## src/rtl/latch_wr_sequencer_if.sv

```systemverilog
// Request/latch-bus bundle for latch_wr_sequencer.
//
// Parameters:
//   WIDTH - latch data width
//   NREGS - number of latches in the bank; AW = $clog2(NREGS)
//
// Signals:
//   req0/req1   write request from requester 0/1
//   addr0/addr1 target latch index
//   data0/data1 write data
//   ack0/ack1   one-cycle completion pulse back to requester 0/1
//   lat_d       shared data bus to the latch D inputs
//   lat_en      one-hot latch enables
//   busy        sequencer is not idle
//
// Modports:
//   master - requester/bench side: drives requests, observes acks and the latch bus
//   slave  - sequencer side
interface latch_wr_sequencer_if #(
  parameter int unsigned WIDTH = 8,
  parameter int unsigned NREGS = 4
);
  localparam int unsigned AW = $clog2(NREGS);

  logic             req0;
  logic             req1;
  logic [AW-1:0]    addr0;
  logic [AW-1:0]    addr1;
  logic [WIDTH-1:0] data0;
  logic [WIDTH-1:0] data1;
  logic             ack0;
  logic             ack1;
  logic [WIDTH-1:0] lat_d;
  logic [NREGS-1:0] lat_en;
  logic             busy;

  modport master (
    output req0, req1, addr0, addr1, data0, data1,
    input  ack0, ack1, lat_d, lat_en, busy
  );

  modport slave (
    input  req0, req1, addr0, addr1, data0, data1,
    output ack0, ack1, lat_d, lat_en, busy
  );
endinterface

```

## src/rtl/latch_wr_sequencer.sv

```systemverilog
// Write sequencer and two-port arbiter for a bank of level-sensitive D latches that share
// one data bus and have one enable each. A granted write runs SETUP -> PULSE -> HOLD so the
// latch data is stable around every enable window and enables never overlap.
//
// Parameters:
//   WIDTH     - latch data width
//   NREGS     - number of latches (power of two, >= 2)
//   SETUP_CYC - cycles data is driven before the enable rises (>= 1)
//   PULSE_CYC - cycles the enable is high (>= 1)
//   HOLD_CYC  - cycles data is held after the enable falls (>= 1)
//
// Ports:
//   clk   - rising-edge clock
//   reset - synchronous, active-high reset
//   bus   - latch_wr_sequencer_if.slave: requests in, acks/latch bus/busy out
//
// Build option:
//   LATCH_WR_FIXED_PRIO_EN - when defined, requester 0 always wins simultaneous requests and
//   the round-robin pointer is removed; requester 1 can starve. Default: round-robin.
//
// Grant edge G is an IDLE cycle with an effective request. SETUP then covers G+1..G+SETUP_CYC,
// PULSE and HOLD follow, and the ack pulse appears in the IDLE cycle after the last HOLD cycle
// (latency SETUP_CYC+PULSE_CYC+HOLD_CYC+1).
module latch_wr_sequencer #(
  parameter int unsigned WIDTH     = 8,
  parameter int unsigned NREGS     = 4,
  parameter int unsigned SETUP_CYC = 1,
  parameter int unsigned PULSE_CYC = 2,
  parameter int unsigned HOLD_CYC  = 1
) (
  input logic                 clk,
  input logic                 reset,
  latch_wr_sequencer_if.slave bus
);

  localparam int unsigned AW = $clog2(NREGS);

  // The phase counter only has to hold the largest reload value (phase length - 1).
  localparam int unsigned MaxCyc =
      (SETUP_CYC > PULSE_CYC) ? ((SETUP_CYC > HOLD_CYC) ? SETUP_CYC : HOLD_CYC)
                              : ((PULSE_CYC > HOLD_CYC) ? PULSE_CYC : HOLD_CYC);
  localparam int unsigned CW = (MaxCyc > 1) ? $clog2(MaxCyc) : 1;

  localparam logic [CW-1:0] SetupLoad = CW'(SETUP_CYC - 1);
  localparam logic [CW-1:0] PulseLoad = CW'(PULSE_CYC - 1);
  localparam logic [CW-1:0] HoldLoad  = CW'(HOLD_CYC - 1);

  typedef enum logic [1:0] {
    StIdle,
    StSetup,
    StPulse,
    StHold
  } state_e;

  state_e           state_q, state_d;
  logic [CW-1:0]    cnt_q, cnt_d;
  logic [AW-1:0]    sel_q, sel_d;
  logic             own_q, own_d;       // requester that owns the in-flight write
  logic [WIDTH-1:0] lat_d_q, lat_d_d;
  logic [NREGS-1:0] lat_en_q, lat_en_d;
  logic             ack0_q, ack0_d;
  logic             ack1_q, ack1_d;

  logic r0, r1;
  logic gnt_valid;
  logic gnt_id;
  logic grant;
  logic phase_done;

  // ---------------------------------------------------------------------------------------------
  // Arbitration
  // ---------------------------------------------------------------------------------------------
`ifdef LATCH_WR_FIXED_PRIO_EN
  // Requests are taken as-is: a requester 0 that keeps req high through its ack is granted
  // again straight away, which is what lets it lock requester 1 out.
  assign r0     = bus.req0;
  assign r1     = bus.req1;
  assign gnt_id = ~r0;
`else
  logic last_q, last_d;

  // A requester is masked in its own ack cycle so a req still high there is not re-granted;
  // the other requester is visible and can win on that edge.
  assign r0     = bus.req0 & ~ack0_q;
  assign r1     = bus.req1 & ~ack1_q;
  // Requester 1 wins when alone, or when both ask and requester 0 was served last.
  assign gnt_id = r1 & (~r0 | ~last_q);
`endif

  assign gnt_valid  = r0 | r1;
  assign grant      = (state_q == StIdle) & gnt_valid;
  assign phase_done = (cnt_q == '0);

  // ---------------------------------------------------------------------------------------------
  // State register
  // ---------------------------------------------------------------------------------------------
  always_ff @(posedge clk) begin
    if (reset) begin
      state_q  <= StIdle;
      cnt_q    <= '0;
      sel_q    <= '0;
      own_q    <= 1'b0;
      lat_d_q  <= '0;
      lat_en_q <= '0;
      ack0_q   <= 1'b0;
      ack1_q   <= 1'b0;
`ifndef LATCH_WR_FIXED_PRIO_EN
      last_q   <= 1'b1;
`endif
    end else begin
      state_q  <= state_d;
      cnt_q    <= cnt_d;
      sel_q    <= sel_d;
      own_q    <= own_d;
      lat_d_q  <= lat_d_d;
      lat_en_q <= lat_en_d;
      ack0_q   <= ack0_d;
      ack1_q   <= ack1_d;
`ifndef LATCH_WR_FIXED_PRIO_EN
      last_q   <= last_d;
`endif
    end
  end

  // ---------------------------------------------------------------------------------------------
  // Next-state logic
  // ---------------------------------------------------------------------------------------------
  always_comb begin
    state_d = state_q;
    cnt_d   = cnt_q;
    unique case (state_q)
      StIdle: begin
        if (gnt_valid) begin
          state_d = StSetup;
          cnt_d   = SetupLoad;
        end
      end
      StSetup: begin
        if (phase_done) begin
          state_d = StPulse;
          cnt_d   = PulseLoad;
        end else begin
          cnt_d = cnt_q - CW'(1);
        end
      end
      StPulse: begin
        if (phase_done) begin
          state_d = StHold;
          cnt_d   = HoldLoad;
        end else begin
          cnt_d = cnt_q - CW'(1);
        end
      end
      StHold: begin
        if (phase_done) begin
          state_d = StIdle;
        end else begin
          cnt_d = cnt_q - CW'(1);
        end
      end
      default: begin
        state_d = StIdle;
        cnt_d   = '0;
      end
    endcase
  end

  // ---------------------------------------------------------------------------------------------
  // Output logic (all outputs are registered next cycle)
  // ---------------------------------------------------------------------------------------------
  always_comb begin
    sel_d    = sel_q;
    own_d    = own_q;
    lat_d_d  = lat_d_q;
    lat_en_d = '0;
    ack0_d   = 1'b0;
    ack1_d   = 1'b0;
`ifndef LATCH_WR_FIXED_PRIO_EN
    last_d   = last_q;
`endif

    // Request inputs are sampled only here; later changes cannot reach the latch bus.
    if (grant) begin
      sel_d   = gnt_id ? bus.addr1 : bus.addr0;
      lat_d_d = gnt_id ? bus.data1 : bus.data0;
      own_d   = gnt_id;
`ifndef LATCH_WR_FIXED_PRIO_EN
      last_d  = gnt_id;
`endif
    end

    // Enable register is loaded from the next state, so it is high exactly in PULSE cycles.
    if (state_d == StPulse) begin
      lat_en_d[sel_q] = 1'b1;
    end

    if ((state_q == StHold) && phase_done) begin
      ack0_d = ~own_q;
      ack1_d = own_q;
    end
  end

  assign bus.lat_d  = lat_d_q;
  assign bus.lat_en = lat_en_q;
  assign bus.ack0   = ack0_q;
  assign bus.ack1   = ack1_q;
  assign bus.busy   = (state_q != StIdle);

  // ---------------------------------------------------------------------------------------------
  // Safety properties
  // ---------------------------------------------------------------------------------------------
  a_en_onehot0: assert property (@(posedge clk) disable iff (reset) $onehot0(lat_en_q));

  a_en_only_in_pulse: assert property (@(posedge clk) disable iff (reset)
      (lat_en_q != '0) |-> (state_q == StPulse));

  a_ack_exclusive: assert property (@(posedge clk) disable iff (reset) !(ack0_q && ack1_q));

  a_ack_in_idle: assert property (@(posedge clk) disable iff (reset)
      (ack0_q || ack1_q) |-> (state_q == StIdle));

endmodule

```

## src/flat_wrapper.sv

```systemverilog
// flat-port wrapper written by rule: the top's interface ports become plain ports
module latch_wr_sequencer_flat 
#(
  parameter int unsigned WIDTH     = 8,
  parameter int unsigned NREGS     = 4,
  parameter int unsigned SETUP_CYC = 1,
  parameter int unsigned PULSE_CYC = 2,
  parameter int unsigned HOLD_CYC  = 1
)
  (clk, reset, bus_req0, bus_req1, bus_addr0, bus_addr1, bus_data0, bus_data1, bus_ack0, bus_ack1, bus_lat_d, bus_lat_en, bus_busy);
  latch_wr_sequencer_if #(.WIDTH(WIDTH), .NREGS(NREGS)) bus_i ();
  input logic clk;
  input logic reset;
  input wire logic [$bits(bus_i.req0)-1:0] bus_req0;
  input wire logic [$bits(bus_i.req1)-1:0] bus_req1;
  input wire logic [$bits(bus_i.addr0)-1:0] bus_addr0;
  input wire logic [$bits(bus_i.addr1)-1:0] bus_addr1;
  input wire logic [$bits(bus_i.data0)-1:0] bus_data0;
  input wire logic [$bits(bus_i.data1)-1:0] bus_data1;
  output wire logic [$bits(bus_i.ack0)-1:0] bus_ack0;
  output wire logic [$bits(bus_i.ack1)-1:0] bus_ack1;
  output wire logic [$bits(bus_i.lat_d)-1:0] bus_lat_d;
  output wire logic [$bits(bus_i.lat_en)-1:0] bus_lat_en;
  output wire logic [$bits(bus_i.busy)-1:0] bus_busy;
  assign bus_i.req0 = bus_req0;
  assign bus_i.req1 = bus_req1;
  assign bus_i.addr0 = bus_addr0;
  assign bus_i.addr1 = bus_addr1;
  assign bus_i.data0 = bus_data0;
  assign bus_i.data1 = bus_data1;
  assign bus_ack0 = bus_i.ack0;
  assign bus_ack1 = bus_i.ack1;
  assign bus_lat_d = bus_i.lat_d;
  assign bus_lat_en = bus_i.lat_en;
  assign bus_busy = bus_i.busy;
  latch_wr_sequencer #(.WIDTH(WIDTH), .NREGS(NREGS), .SETUP_CYC(SETUP_CYC), .PULSE_CYC(PULSE_CYC), .HOLD_CYC(HOLD_CYC)) u_core (.clk(clk), .reset(reset), .bus(bus_i));
endmodule
```

## config.mk

```make
export PLATFORM = sky130hd
export DESIGN_NAME = latch_wr_sequencer_flat
export DESIGN_NICKNAME = d
export VERILOG_FILES = /design/src/rtl/latch_wr_sequencer_if.sv /design/src/rtl/latch_wr_sequencer.sv /design/src/flat_wrapper.sv
export SDC_FILE = /design/constraint.sdc
export NUM_CORES = 1
export LEC_CHECK = 0
export BUFFER_PORTS_ARGS = -buffer_cell sky130_fd_sc_hd__buf_2
export CELL_PAD_IN_SITES_DETAIL_PLACEMENT = 1
export CELL_PAD_IN_SITES_GLOBAL_PLACEMENT = 1
export CORE_MARGIN = 2
export CORE_UTILIZATION = 39
export CTS_BUF_LIST = sky130_fd_sc_hd__clkbuf_4
export DETAILED_ROUTE_END_ITERATION = 7
export PLACE_DENSITY = 0.92
export SLEW_MARGIN = 20
export SYNTH_ARGS = -nofsm -noshare
export SYNTH_HDL_FRONTEND = slang
export SYNTH_SLANG_ARGS = --single-unit
```

## constraint.sdc

```tcl
create_clock -name clk -period 4 [get_ports clk]
set_clock_uncertainty 0.1 [all_clocks]
set_input_delay 0.2 -clock clk [delete_from_list [all_inputs] [get_ports clk]]
set_output_delay 0.2 -clock clk [all_outputs]
set_load 0.005 [all_outputs]
```

==> results.md <==
- Peak supply drop: a little under 0.4 mV
- Final setup viols: 0
- Cell Area, Synth: 932 µm²
- Crit path launch type: register
- Post-CTS setup buffers: 0
- Ranking of synthesized cells by area: dfxtp_1, mux2i_1, a211oi_2
- Top-count cell post-synth: dfxtp_1
- Clock Tree Buf Depth: 2
- Fmax: ~0.53 GHz
- Synth top cells by count: dfxtp_1, nor2_1, mux2i_1
- CTS tree: built
- Post-synth EDFFs: 0
- Htree depth: 1
- Cts repair resizes: 0
- Die Span Y: 52.9 µm
- Layout Utilization: 51.5%
- PortBufs: 38
- Ant diodes: 0
- Synth Area in XOR/XNOR: 0.940%
- Synth cell types: 25
- Main combinational cell family by area after synthesis: compound AO/OA/AOI/OAI gates
- Mean Syn Cell Area: 11.0 µm²
- Synthesis warning total: 0
- Worst hold start: bus_addr0[0]
- Top layer in use: met4
- Final Slew Violations: 0
- Vias: approximately 770
- Met2 routed WL: 1210 µm
- Inst Count DP: 146
- Slew margin rel.: 51.1%
- Routability congestion estimate: ~0.72
- Cell taking the most area after synthesis: dfxtp_1
- Main synth FF type: dfxtp_1
- Post-synthesis adder-cell area fraction: 0%
- Worst setup EP type: register
- Syn nets: 109
- Largest net degree at the start of global routing: 25
- DR DRC count: 0
- Min Clock Period, post-route: 1880 ps
- Share of layout cells above drive strength 1: 45.9%
- Metal-1 WL: ~890 µm
- Worst-path clk slew: approximately 120 ps
- Psw: ~0.25 mW
- Synth-to-layout area growth: 23.4%
- TNS Setup: 0 ps
- FP Rows: 17
- Overall die width: 52.9 µm
- Post-route ant nets: 0
- Total GRT Usage: 18.8%
- Clock network fraction of total power: 15.5%
- Num ports: 39
- Cell Pwr Density: about 570 nW/µm²
- Mux share of post-synthesis cell area: 12.9%
- Pint: 0.413 mW
- R2R Path Start: u_core.state_q[1]
- Non-Filler Instances: 150
- WP data required: ~4000 ps
- Fraction of synthesized cell area taken by the top area cell type: 45.1%
- Clk Latency, worst-skew pair: 310 ps
- Crit Path Max Fanout: 24
- Cell count after synthesis: 85
- R2r setup slk: 2120 ps
- Fin. Hold Viols: 0
- Cell leakage power: 0.512 nW
- Asr flop ratio synth: 0%
- Drt total wl: about 2200 µm
- Core Area: 2230 µm²
- Seq/Total Area, Yosys: 45.1%
- Met3 wire len: 139 µm
- Remaining Overflow, GRT: 0
- Starting DRC count in detailed routing: 2
- DR pass1 iterations: 4
- Fill cells: 269
- Worst Hold Class: in -> reg
- Root Driver: clkbuf_4
- Final net count: around 150
- Max cap viols: 0
- Vias in the first global route: 807
- RSZ-0062 raised after global routing: no
- Die Area: 2800 µm²
- Worst Path Arrival: 1970 ps
- Sequential share of power: a little under half
- Flops & latches, synth: 21
- CTS Buf Count: 3
- Final period utilization: 46.9%
- HPWL reported at the end of detailed placement: 1710 µm
- CP Class: reg -> reg
- Simple-gate area share of the yosys netlist: between 10% and 20%
- First-pass GRT wire length: 3740 µm
- Least-Margin Pin Slew: between 700 and 800 ps
- Compound-Gate Fraction of Synth Area: 19.3%
- Power share of the combinational group: 39.2%
- Initial antenna violation count: 0
- Clock sink total: 21
- CP startpoint: u_core.state_q[1]
- Outcome: completed
- Initial Util: 41.7%
- Sw Ratio: approximately 37%
- Post-CTS Hold Buffers: 0
- Routed length per instance: 15.0 µm
- Via density: roughly 5.1
logic make-up after synthesis:
family                 Yosys count
AND/OR/NAND/NOR                 28
flip-flops                      21
AO/OA/AOI/OAI                   15
multiplexers                    12
buffers and inverters            8
XOR/XNOR                         1
metal layers:
layer | track usage [%] | up-vias
met5 | 0 | -
met4 | 2.56 | 0
met3 | 6.21 | 2
met2 | 35.6 | 28
met1 | 20.5 | 360
li1 | - | 375
path summary, 6_finish.rpt:
kind | end | cells past startpoint
max | u_core.last_q | 4
min | u_core.sel_q[0] | 3
max reg2reg | u_core.last_q | 4
min reg2reg | u_core.bus.lat_en[2] | 1
power by group through the flow:
stage | Clock [mW] | Combinational [mW] | Sequential [mW]
after floorplan | 0 | 0.193 | 0.298
after global placement | 0 | 0.240 | 0.298
after detailed placement | 0 | 0.261 | 0.302
after CTS | 0.110 | 0.262 | 0.298
after global routing | 0.120 | 0.285 | 0.307
final | 0.102 | 0.258 | 0.298
placed cells by master, fill, tap and decap left out:
| cell | count |
|---|---|
| and4b_1 | 1 |
| mux2i_1 | 12 |
| nand2b_1 | 1 |
| or2_2 | 1 |
| a31oi_4 | 1 |
| clkbuf_4 | 3 |
| inv_1 | 3 |
| a211oi_2 | 9 |
| or2_4 | 1 |
| xnor2_1 | 1 |
| nor2b_1 | 2 |
| clkinv_2 | 1 |
| a31oi_1 | 1 |
| a211o_1 | 1 |
| a21oi_4 | 1 |
| a211oi_1 | 2 |
| dfxtp_1 | 21 |
| nand2b_4 | 1 |
| nor2_1 | 13 |
| nor3b_1 | 1 |
| nor3_1 | 5 |
| buf_2 | 38 |
| and2b_1 | 1 |
| nor4bb_1 | 1 |
critical path, cell delays in order, from the launching register on:
cell and delay [ps]:
dfxtp_1 410, or2_4 270, a21oi_4 570, nor2b_1 100, a211o_1 290
cell type report:
cell class	count	area (µm²)	share of cell area (%)
Multi-Input combinational cell	56	465	40.5
Sequential cell	21	420	36.6
Timing Repair Buffer	38	190	16.5
Tap cell	28	35.0	3.05
Clock buffer	3	22.5	1.96
Inverter	3	11.3	0.979
Clock inverter	1	5.00	0.435
flip-flops by register name, summed over array words and instances (netlist names):
| register | cells |
|---|---|
| u_core.bus.lat_en | 4 |
| u_core.bus.lat_d | 8 |
| u_core.bus.ack0 | 1 |
| u_core.state_q | 2 |
| u_core.last_q | 1 |
| u_core.cnt_q | 1 |
| u_core.own_q | 1 |
| u_core.sel_q | 2 |
| u_core.bus.ack1 | 1 |
metrics by stage:
step	setup slack (ps)	power (mW)	hold WS, ps	area, µm²
2_1_floorplan	2620	0.491	312	932
3_3_place_gp	2280	0.538	357	1120
3_5_place_dp	2180	0.563	363	1120
4_1_cts	2130	0.670	136	1150
5_1_grt	2030	0.711	145	1150
6_report	2120	0.659	149	1150
No activity file was read; power rests on OpenSTA's default activity.
